### config.mk
export PLATFORM = sky130hd
export DESIGN_NAME = cache_ctrl
export DESIGN_NICKNAME = d
export VERILOG_FILES = /design/src/rtl/cache_ctrl.sv
export SDC_FILE = /design/constraint.sdc
export NUM_CORES = 1
export LEC_CHECK = 0
export BUFFER_PORTS_ARGS = -buffer_cell sky130_fd_sc_hd__buf_2
export CORE_AREA = 2 2 126 128
export DETAILED_ROUTE_END_ITERATION = 12
export DIE_AREA = 0 0 128 130
export PLACE_DENSITY = 0.7
export RECOVER_POWER = 100
export SYNTH_ARGS = -nofsm -noshare
export SYNTH_HDL_FRONTEND = slang
export SYNTH_SLANG_ARGS = --single-unit
### constraint.sdc
create_clock -name clk -period 2.54 [get_ports clk]
set_input_delay 0.254 -clock clk [delete_from_list [all_inputs] [get_ports clk]]
set_output_delay 0.254 -clock clk [all_outputs]
set_load 0.005 [all_outputs]
### src/rtl/cache_ctrl.sv
// cache_ctrl: controller for a direct-mapped write-back cache with a word-wide memory port.
// Optional CACHE_CTRL_FLUSH_EN adds a whole-cache flush walk (flush_req / flush_done).
module cache_ctrl #(
   parameter int TAG_W = 22,
   parameter int IDX_W = 6,
   parameter int OFF_W = 2
) (
   input  logic             clk,
   input  logic             rst,
   input  logic             cpu_req,
   input  logic             cpu_we,
   input  logic [31:0]      cpu_addr,
   input  logic [31:0]      cpu_din,
   output logic [31:0]      cpu_dout,
   output logic             cpu_ready,
   output logic [31:0]      cache_addr,
   output logic             cache_store,
   output logic             cache_edit,
   output logic             cache_invalid,
   output logic [31:0]      cache_din,
   input  logic             cache_hit,
   input  logic [31:0]      cache_dout,
   input  logic             cache_valid,
   input  logic             cache_dirty,
   input  logic [TAG_W-1:0] cache_tag,
   output logic             mem_cs,
   output logic             mem_we,
   output logic [31:0]      mem_addr,
   output logic [31:0]      mem_dout,
   input  logic [31:0]      mem_din,
   input  logic             mem_ack
`ifdef CACHE_CTRL_FLUSH_EN
   ,
   input  logic             flush_req,
   output logic             flush_done
`endif
);

   localparam int LINE_W = TAG_W + IDX_W;
   localparam int IDX_LO = OFF_W + 2;
   localparam logic [OFF_W-1:0] CNT_ZERO = {OFF_W{1'b0}};
   localparam logic [OFF_W-1:0] CNT_ONE  = {{(OFF_W-1){1'b0}}, 1'b1};
   localparam logic [OFF_W-1:0] CNT_LAST = {OFF_W{1'b1}};

   typedef enum logic [1:0] {
      ST_IDLE  = 2'd0,
      ST_WB    = 2'd1,
      ST_FILL  = 2'd2
`ifdef CACHE_CTRL_FLUSH_EN
      ,
      ST_FLUSH = 2'd3
`endif
   } state_t;

   state_t            state_r;
   logic [OFF_W-1:0]  cnt_r;
   logic [LINE_W-1:0] req_line_r;
   logic [TAG_W-1:0]  victim_tag_r;
   logic              mem_cs_r;
   logic              mem_we_r;
   logic [31:0]       mem_addr_r;

   logic              serve_s;
   logic [TAG_W-1:0]  req_tag_s;
   logic [IDX_W-1:0]  req_idx_s;
   logic [TAG_W-1:0]  cpu_tag_s;
   logic [IDX_W-1:0]  cpu_idx_s;

`ifdef CACHE_CTRL_FLUSH_EN
   localparam logic [IDX_W-1:0] IDX_LAST = {IDX_W{1'b1}};
   localparam logic [IDX_W-1:0] IDX_ONE  = {{(IDX_W-1){1'b0}}, 1'b1};

   logic [IDX_W-1:0]  flush_idx_r;
   logic              fl_inv_r;
   logic              flushing_r;
   logic              flush_done_r;

   assign flush_done = flush_done_r;
   assign serve_s    = cpu_req & cache_hit & ~flush_req;
`else
   assign serve_s    = cpu_req & cache_hit;
`endif

   assign req_tag_s = req_line_r[LINE_W-1 -: TAG_W];
   assign req_idx_s = req_line_r[IDX_W-1:0];
   assign cpu_tag_s = cpu_addr[31 -: TAG_W];
   assign cpu_idx_s = cpu_addr[IDX_LO +: IDX_W];

   assign mem_cs   = mem_cs_r;
   assign mem_we   = mem_we_r;
   assign mem_addr = mem_addr_r;

   function automatic logic [31:0] word_addr(input logic [TAG_W-1:0] tag,
                                             input logic [IDX_W-1:0] idx,
                                             input logic [OFF_W-1:0] off);
      return {tag, idx, off, 2'b00};
   endfunction

   // FSM state, burst counter, latched request/victim line and the registered memory request
   always_ff @(posedge clk or negedge rst) begin
      if (!rst) begin
         state_r      <= ST_IDLE;
         cnt_r        <= CNT_ZERO;
         req_line_r   <= {LINE_W{1'b0}};
         victim_tag_r <= {TAG_W{1'b0}};
         mem_cs_r     <= 1'b0;
         mem_we_r     <= 1'b0;
         mem_addr_r   <= 32'd0;
`ifdef CACHE_CTRL_FLUSH_EN
         flush_idx_r  <= {IDX_W{1'b0}};
         fl_inv_r     <= 1'b0;
         flushing_r   <= 1'b0;
         flush_done_r <= 1'b0;
`endif
      end else begin
`ifdef CACHE_CTRL_FLUSH_EN
         flush_done_r <= 1'b0;
`endif
         case (state_r)
            ST_IDLE: begin
`ifdef CACHE_CTRL_FLUSH_EN
               if (flush_req) begin
                  state_r     <= ST_FLUSH;
                  flush_idx_r <= {IDX_W{1'b0}};
                  fl_inv_r    <= 1'b0;
                  flushing_r  <= 1'b1;
               end else
`endif
               if (cpu_req && !cache_hit) begin
                  req_line_r   <= cpu_addr[31 -: LINE_W];
                  victim_tag_r <= cache_tag;
                  cnt_r        <= CNT_ZERO;
                  mem_cs_r     <= 1'b1;
                  if (cache_valid && cache_dirty) begin
                     state_r    <= ST_WB;
                     mem_we_r   <= 1'b1;
                     mem_addr_r <= word_addr(cache_tag, cpu_idx_s, CNT_ZERO);
                  end else begin
                     state_r    <= ST_FILL;
                     mem_we_r   <= 1'b0;
                     mem_addr_r <= word_addr(cpu_tag_s, cpu_idx_s, CNT_ZERO);
                  end
               end else begin
                  state_r <= ST_IDLE;
               end
            end
            ST_WB: begin
               if (mem_ack) begin
                  if (cnt_r == CNT_LAST) begin
                     cnt_r <= CNT_ZERO;
`ifdef CACHE_CTRL_FLUSH_EN
                     if (flushing_r) begin
                        state_r    <= ST_FLUSH;
                        fl_inv_r   <= 1'b1;
                        mem_cs_r   <= 1'b0;
                        mem_we_r   <= 1'b0;
                        mem_addr_r <= 32'd0;
                     end else
`endif
                     begin
                        state_r    <= ST_FILL;
                        mem_we_r   <= 1'b0;
                        mem_addr_r <= word_addr(req_tag_s, req_idx_s, CNT_ZERO);
                     end
                  end else begin
                     cnt_r      <= cnt_r + CNT_ONE;
                     mem_addr_r <= word_addr(victim_tag_r, req_idx_s, cnt_r + CNT_ONE);
                  end
               end else begin
                  state_r <= ST_WB;
               end
            end
            ST_FILL: begin
               if (mem_ack) begin
                  if (cnt_r == CNT_LAST) begin
                     state_r    <= ST_IDLE;
                     cnt_r      <= CNT_ZERO;
                     mem_cs_r   <= 1'b0;
                     mem_addr_r <= 32'd0;
                  end else begin
                     cnt_r      <= cnt_r + CNT_ONE;
                     mem_addr_r <= word_addr(req_tag_s, req_idx_s, cnt_r + CNT_ONE);
                  end
               end else begin
                  state_r <= ST_FILL;
               end
            end
`ifdef CACHE_CTRL_FLUSH_EN
            ST_FLUSH: begin
               // Probe cycle decides per line; the invalidate cycle and skipped lines advance the walk.
               if (!fl_inv_r && cache_valid && cache_dirty) begin
                  state_r      <= ST_WB;
                  victim_tag_r <= cache_tag;
                  req_line_r   <= {{TAG_W{1'b0}}, flush_idx_r};
                  cnt_r        <= CNT_ZERO;
                  mem_cs_r     <= 1'b1;
                  mem_we_r     <= 1'b1;
                  mem_addr_r   <= word_addr(cache_tag, flush_idx_r, CNT_ZERO);
               end else if (!fl_inv_r && cache_valid) begin
                  fl_inv_r <= 1'b1;
               end else begin
                  fl_inv_r <= 1'b0;
                  if (flush_idx_r == IDX_LAST) begin
                     state_r      <= ST_IDLE;
                     flushing_r   <= 1'b0;
                     flush_done_r <= 1'b1;
                  end else begin
                     flush_idx_r <= flush_idx_r + IDX_ONE;
                  end
               end
            end
`endif
            default: begin
               state_r  <= ST_IDLE;
               cnt_r    <= CNT_ZERO;
               mem_cs_r <= 1'b0;
               mem_we_r <= 1'b0;
            end
         endcase
      end
   end

   // Cache-side and CPU-side strobes; hits are served in the request cycle
   always_comb begin
      cpu_dout      = 32'd0;
      cpu_ready     = 1'b0;
      cache_addr    = 32'd0;
      cache_store   = 1'b0;
      cache_edit    = 1'b0;
      cache_invalid = 1'b0;
      cache_din     = 32'd0;
      mem_dout      = 32'd0;
      case (state_r)
         ST_IDLE: begin
            if (rst) begin
               cache_addr = cpu_addr;
               if (serve_s) begin
                  cpu_ready = 1'b1;
                  if (cpu_we) begin
                     cache_edit = 1'b1;
                     cache_din  = cpu_din;
                  end else begin
                     cpu_dout = cache_dout;
                  end
               end else begin
                  cpu_ready = 1'b0;
               end
            end else begin
               cache_addr = 32'd0;
            end
         end
         ST_WB: begin
            cache_addr = mem_addr_r;
            mem_dout   = cache_dout;
         end
         ST_FILL: begin
            cache_addr = mem_addr_r;
            if (mem_ack) begin
               cache_store = 1'b1;
               cache_din   = mem_din;
            end else begin
               cache_store = 1'b0;
            end
         end
`ifdef CACHE_CTRL_FLUSH_EN
         ST_FLUSH: begin
            cache_addr    = {{TAG_W{1'b0}}, flush_idx_r, {IDX_LO{1'b0}}};
            cache_invalid = fl_inv_r;
         end
`endif
         default: begin
            cache_addr = 32'd0;
         end
      endcase
   end

endmodule

==> flow_summary.yaml, run 1 <==
outcome:
  run_status: "completed"
logic_synthesis:
  post_synth.cell_area_avg_um2: 10.72
  yosysWarnings: 0
  netlist.area_leader.share: 0.3709
  yosys_register_bits: 86
  netlist.top_cell.by_area: "dfrtp_1"
  post_synth_inst_count: 541
  yosysSeqAreaShare: 0.3709
  synth_area_mm2: 0.005802
  async_reset_ff_frac: 1.000
  synth_edf_count: 0
  netlist_cell_types: 44
  postSynth.topFlopCell: "dfrtp_1"
  synth.area.top_cells: "dfrtp_1 37%, mux2_2 11%, a22o_1 10%"
sta:
  final.min_clock_period_ns: 2.340
  final_max_slew_viol_count: 0
  totalNegativeSetupSlack_ns: 0
  setup_repair_after_global_routing_missed_its_margin: "no"
  worst_clock_skew_ns: 0.01165
  final_critical_path_share_of_the_clock_period: 0.9212
  setup_violations: 0
  finalHoldViolations: 0
  worst_pin_slew_ns: 1.242
  clock.fmax_mhz: 427.4
  worst_slew_margin_rel: 0.1722
global_route:
  first_global_vias: 4892
  largest_net_degree_at_the_start_of_global_routing: 79
  grt_first_pass_wirelength_um: 28450
  initial_antenna_violation_count: 1
  grt.overflow.total: 0
  grt_use_total: 0.2256
pwr:
  cellPowerDensity_mw_per_mm2: 952.3
  power.share.switching: 0.3810
  intPower_mw: 4.444
  pwr-share-seq: 0.354
  comb_power_share: 0.481
  clock_power_share: 0.165
  netSwitchingPower_mw: 2.735
  peak_supply_drop_uv: 515.2
  static-leakage-power_nw: 3.741
layout:
  layout_commonest_cell: "buf_2"
  n_fill_cell: 1518
  final_cell_mix: "251 x buf_2, 86 x dfrtp_1, 69 x clkbuf_1"
  finalNetCount: 999
  finalCoreUtilization: 0.4887
  area_growth_syn_to_layout_pct: 29.93
  layout_cell_share_with_drive_strength_beyond_1: 0.4554
  final-instance-count-excl-fill: 1035
clocking:
  cts_tree: "built"
  max-clock-path-buffers: 2
  worstSkewPairLatency_ns: 0.34
  clk_root_buffer_cell: "clkbuf_16"
  cts_sinks: 86
  cts.htree.levels: 3
  clkTransAtPathRegs_ns: 0.06
  cts_inserted_buffers: 9
worst_setup_path:
  timing_worst_setup_path_type: "flop to output pin"
  crit_arrival_ns: 2.09
  worst_path_required_time_ns: 2.29
  kind_of_capture_point_of_the_worst_setup_path: "output pin"
  r2r_slack_ns: 0.28
  max_fo_critical_path: 20
  worst_setup_path_start_kind: "flop"
route:
  total_vias_in_the_final_route: 5527
  routedWlPerCell_um: 19.59
  top_sig_layer: "met4"
  totalWireLength_um: 20270
  route.detailed.vias_per_inst: 5.340
  post_route_antenna_net_violation_count: 0
  drc_errors: 0
  m1WireLength_um: 8610
  met2WireLength_um: 9745
  dr_wl_met3_um: 1662
  drt_iter0_drc: 269
  drt_pre_antenna_iters: 5
placed_design:
  port-buffer-count: 320
  place_hpwl_um: 15540
  gp_congestion: 0.7958
  dpl.cell_count: 1016
floorplanning:
  ioPinCount: 324
  die_area_mm2: 0.01664
  effective_utilization_at_floorplan: 0.3761
  die_width_um: 128
  die_y_um: 130
  core_mm2: 0.01542
  rows: 46
run:
  cap_violations: 0
hold_path:
  hold_path.class: "primary input to flop"
worst max-delay path, stage by stage (launching register included):
cell	delay, ns
dfrtp_1	0.41
inv_1	0.10
ha_2	0.24
and4_1	0.25
and2_1	0.17
buf_4	0.25
a22o_1	0.21
clkbuf_1	0.14
final timing paths:
check,from,endpoint,cells past startpoint
setup / recovery,state_r[0],cache_din[3],7
hold / removal,cache_tag[1],victim_tag_r[1],2
setup reg to reg,state_r[0],req_line_r[2],5
hold reg to reg,mem_we,mem_we,2
max in group asynchronous,rst,req_line_r[5],3
min in group asynchronous,rst,req_line_r[24],2
state kept, by name, indices dropped and copies added (netlist names):
register / count
cnt_r: 2
mem_addr: 30
mem_cs: 1
mem_we: 1
req_line_r: 28
state_r: 2
victim_tag_r: 22
cell usage after synthesis (2+ instances only):
library cell  instances
buf_4                 7
o22ai_1               2
o21ai_0              18
nor2_1                4
mux2_2               59
nor2b_1               7
a31oi_1               6
and2_1               68
and3_1               18
mux2_4               14
nand3_1               8
o211ai_1              5
buf_6                16
o31ai_1               2
a21o_1               17
a211oi_2              2
nand2_1              18
a22oi_2              14
nand2_2               2
inv_1                 6
a211oi_1             33
clkbuf_1              9
clkbuf_2              4
buf_2                21
dfrtp_1              86
ha_1                  5
a22o_1               66
a22oi_1               8
cell type report:
class                   count  area, µm²  share of cell area
diodes                      2      5.005           0.0006639
clock buffers              13      240.2             0.03187
clock inverters             3      21.27            0.002822
inverters                   7      26.28            0.003485
multi-input cells         391       3184              0.4224
flip-flops and latches     86       2152              0.2855
well taps                 192      240.2             0.03187
repair buffers            341       1669              0.2214
stage by stage:
step / setup WS [ns] / total power [mW] / hold WS (ns) / instance area [µm²]
after floorplan: 0.7653 / 4.908 / -0.04159 / 5809
after global placement: 0.5342 / 6.068 / 0.09444 / 7417
after detailed placement: 0.4776 / 6.156 / 0.09394 / 7417
after CTS: 0.2433 / 7.362 / 0.1532 / 7689
after global routing: 0.05190 / 7.672 / 0.1613 / 7536
final: 0.2001 / 7.179 / 0.1598 / 7538
metal layers:
metal | vias up | global-route usage
li1 | 2591 | -
met4 | 0 | 0.06593
met3 | 18 | 0.05289
met5 | - | 0
met1 | 2682 | 0.3072
met2 | 236 | 0.3605
power groups by stage:
stage / sequential [mW] / combinational (mW) / clock [mW]
floorplan: 2.44 / 2.47 / 0
global placement: 2.54 / 3.53 / 0
detailed placement: 2.55 / 3.60 / 0
CTS: 2.54 / 3.61 / 1.21
global route: 2.63 / 3.78 / 1.27
finish: 2.54 / 3.45 / 1.19
logic make-up (layout without fill, tap and decap cells):
| group | count (synthesis) | after routing | share of synthesized area |
|---|---|---|---|
| multiplexers | 73 | 73 | 0.1507 |
| adder cells (fa/ha/maj) | 5 | 5 | 0.01078 |
| flip-flops | 86 | 86 | 0.3709 |
| other | 1 | 5 | 0.0006463 |
| AND/OR/NAND/NOR | 135 | 135 | 0.1404 |
| buffers and inverters | 66 | 364 | 0.07807 |
| AO/OA/AOI/OAI | 175 | 175 | 0.2484 |
timing repair:
| action | 4_1_cts | 5_1_grt |
|---|---|---|
| setup buffers | 0 | 0 |
| hold buffers | 1 | 0 |
| gates resized for setup | 0 | 0 |
| endpoints found under the hold margin | 8 | 0 |
| setup endpoints to repair | 0 | 0 |
No activity file was read; power rests on OpenSTA's default activity.
==> run 2: changes to the inputs <==
Settings changed: CORE_AREA 2 2 126 128 to not set, CORE_UTILIZATION set to 35, DIE_AREA 0 0 128 130 to not set, PLACE_DENSITY 0.7 to 0.66.
==> run 2 against run 1 <==
- clock skew fell by 0.0016 ns
- largest power group unchanged
- die area grew 2.7%
- critical path depth unchanged
- critical path type unchanged
- register-to-register slack got worse by 0.04 ns
- via count is 1.9% lower
- first-iteration DRC count up 0.74%
- clock power grew 21%
- sequential share of layout area fell by 0.22 points
- cell count is 1.9% higher
- largest cell class unchanged
- fmax is 2.8% lower
==> flow_summary.yaml, run 2 (synthesis results as in run 1) <==
worst_setup_path:
  timing_worst_setup_path_type: "flop to output pin"
  worst_setup_path_startpoint: "state_r[0]"
  max_fo_critical_path: 33
  worst_setup_path_start_kind: "flop"
  worst_r2r_endpoint: "mem_addr[14]"
  kind_of_capture_point_of_the_worst_setup_path: "output pin"
  r2r_slack_ns: 0.24
  crit_arrival_ns: 2.15
  endpoint: "cache_din[14]"
  worst_path_required_time_ns: 2.29
  worst-r2r-cell-count: 7
  regToRegStartpoint: "state_r[0]"
floorplanning:
  rows: 46
  core_mm2: 0.01606
  die_area_mm2: 0.01710
  die_width_um: 130.8
  effective_utilization_at_floorplan: 0.3613
  ioPinCount: 324
  die_y_um: 130.8
pwr:
  peak_supply_drop_uv: 500.4
  cellPowerDensity_mw_per_mm2: 974.7
  static-leakage-power_nw: 3.707
sta:
  finalHoldViolations: 0
  final_max_slew_viol_count: 0
  totalNegativeSetupSlack_ns: 0
  worst_slew_margin_rel: 0.4566
  worst_pin_slew_ns: 0.8151
  setup_repair_after_global_routing_missed_its_margin: "no"
  final.min_clock_period_ns: 2.407
  setup_violations: 0
  fin_hold_ws_ns: 0.1479
  worst_clock_skew_ns: 0.01008
  clock.fmax_mhz: 415.4
  final_critical_path_share_of_the_clock_period: 0.9478
outcome:
  run_status: "completed"
global_route:
  grt.overflow.total: 0
  grt_use_total: 0.2196
  largest_net_degree_at_the_start_of_global_routing: 61
  first_global_vias: 4915
  initial_antenna_violation_count: 4
  grt_first_pass_wirelength_um: 28040
clocking:
  cts_setup_buffers: 0
  cts_tree: "built"
  cts_sinks: 86
  clkTransAtPathRegs_ns: 0.07
  worstSkewPairLatency_ns: 0.35
  cts_inserted_buffers: 9
  max-clock-path-buffers: 2
  cts.htree.levels: 3
  clk_root_buffer_cell: "clkbuf_16"
route:
  total_vias_in_the_final_route: 5422
  drt_iter0_drc: 271
  route.detailed.vias_per_inst: 5.139
  post_route_antenna_net_violation_count: 0
  routedWlPerCell_um: 18.60
  drt_pre_antenna_iters: 4
  totalWireLength_um: 19620
  drc_errors: 0
placed_design:
  gp_congestion: 0.7499
  place_hpwl_um: 14840
  port-buffer-count: 320
layout:
  layout_cell_share_with_drive_strength_beyond_1: 0.4373
  area_growth_syn_to_layout_pct: 30.95
  layout_commonest_cell: "buf_2"
  largest_reg_flops: 30
  final_cell_mix: "241 x buf_2, 86 x dfrtp_1, 79 x clkbuf_1"
  finalNetCount: 995
run:
  cap_violations: 0
hold_path:
  hold_path.class: "primary input to flop"
-- run 2: changes by cell type in the layout (fill, tap and decap cells not counted), sizes merged --
cell and delta:
buf -13, clkbuf +7, bufinv +2, clkinv +1
clkinvlp -1
-- run 2: cell type report --
cell class / count / area [µm²]
Multi-Input combinational cell: 391 / 3164
Sequential cell: 86 / 2152
Clock inverter: 5 / 82.58
Fill cell: 1576 / 8461
Tap cell: 216 / 270.3
Clock buffer: 11 / 242.7
Antenna cell: 2 / 5.005
Timing Repair Buffer: 337 / 1654
Inverter: 7 / 26.28
-- run 2: what timing repair did --
item                       4_1_cts  5_1_grt
hold buffers                     1        0
resized for setup                0        1
hold endpoints to repair        28        0
setup endpoints to repair        0        5
-- run 2: how the worst min path moves through the flow --
stage,slack (ns),start,end,cells past startpoint
2_1_floorplan,-0.04,rst,cnt_r[0],0
3_3_place_gp,0.05,rst,mem_we,1
3_5_place_dp,0.06,rst,mem_we,1
4_1_cts,0.14,cache_tag[5],victim_tag_r[5],2
5_1_grt,0.15,cache_tag[10],victim_tag_r[10],2
6_report,0.15,cache_tag[5],victim_tag_r[5],2
-- run 2: stage by stage --
| step | area [µm²] | total power, mW | setup slack (ns) | util | std cells |
|---|---|---|---|---|---|
| after floorplan | 5809 | 4.908 | 0.7653 | - | 543 |
| after global placement | 7430 | 6.058 | 0.4553 | 0.4627 | 1036 |
| after detailed placement | 7430 | 6.139 | 0.3739 | 0.4627 | 1036 |
| after CTS | 7765 | 7.619 | 0.1145 | 0.4836 | 1053 |
| after global routing | 7592 | 7.918 | 0.01206 | 0.4728 | 1053 |
| final | 7597 | 7.405 | 0.1327 | 0.4731 | 1055 |
-- run 2: routing by layer --
| layer | vias up | GRT usage | share of wire |
|---|---|---|---|
| met3 | 22 | 0.04438 | 0.065 |
| met2 | 208 | 0.3850 | 0.51 |
| met1 | 2605 | 0.2791 | 0.41 |
| met4 | 4 | 0.04530 | 0.012 |
| li1 | 2583 | - | - |
| met5 | - | 0 | 0.0011 |
-- run 2: power breakdown --
| group | switching [mW] | internal, mW | leakage (nW) | total, mW |
|---|---|---|---|---|
| Clock | 0.553 | 0.890 | 0.160 | 1.44 |
| Combinational | 1.70 | 1.73 | 2.51 | 3.43 |
| Sequential | 0.493 | 2.04 | 1.04 | 2.54 |
-- run 2: worst max-delay path, cell delays in order, from the launching register on --
cell	delay [ns]
dfrtp_1	0.42
inv_1	0.10
ha_2	0.25
and4_4	0.24
and2_1	0.12
buf_4	0.32
a22o_1	0.23
clkbuf_1	0.12
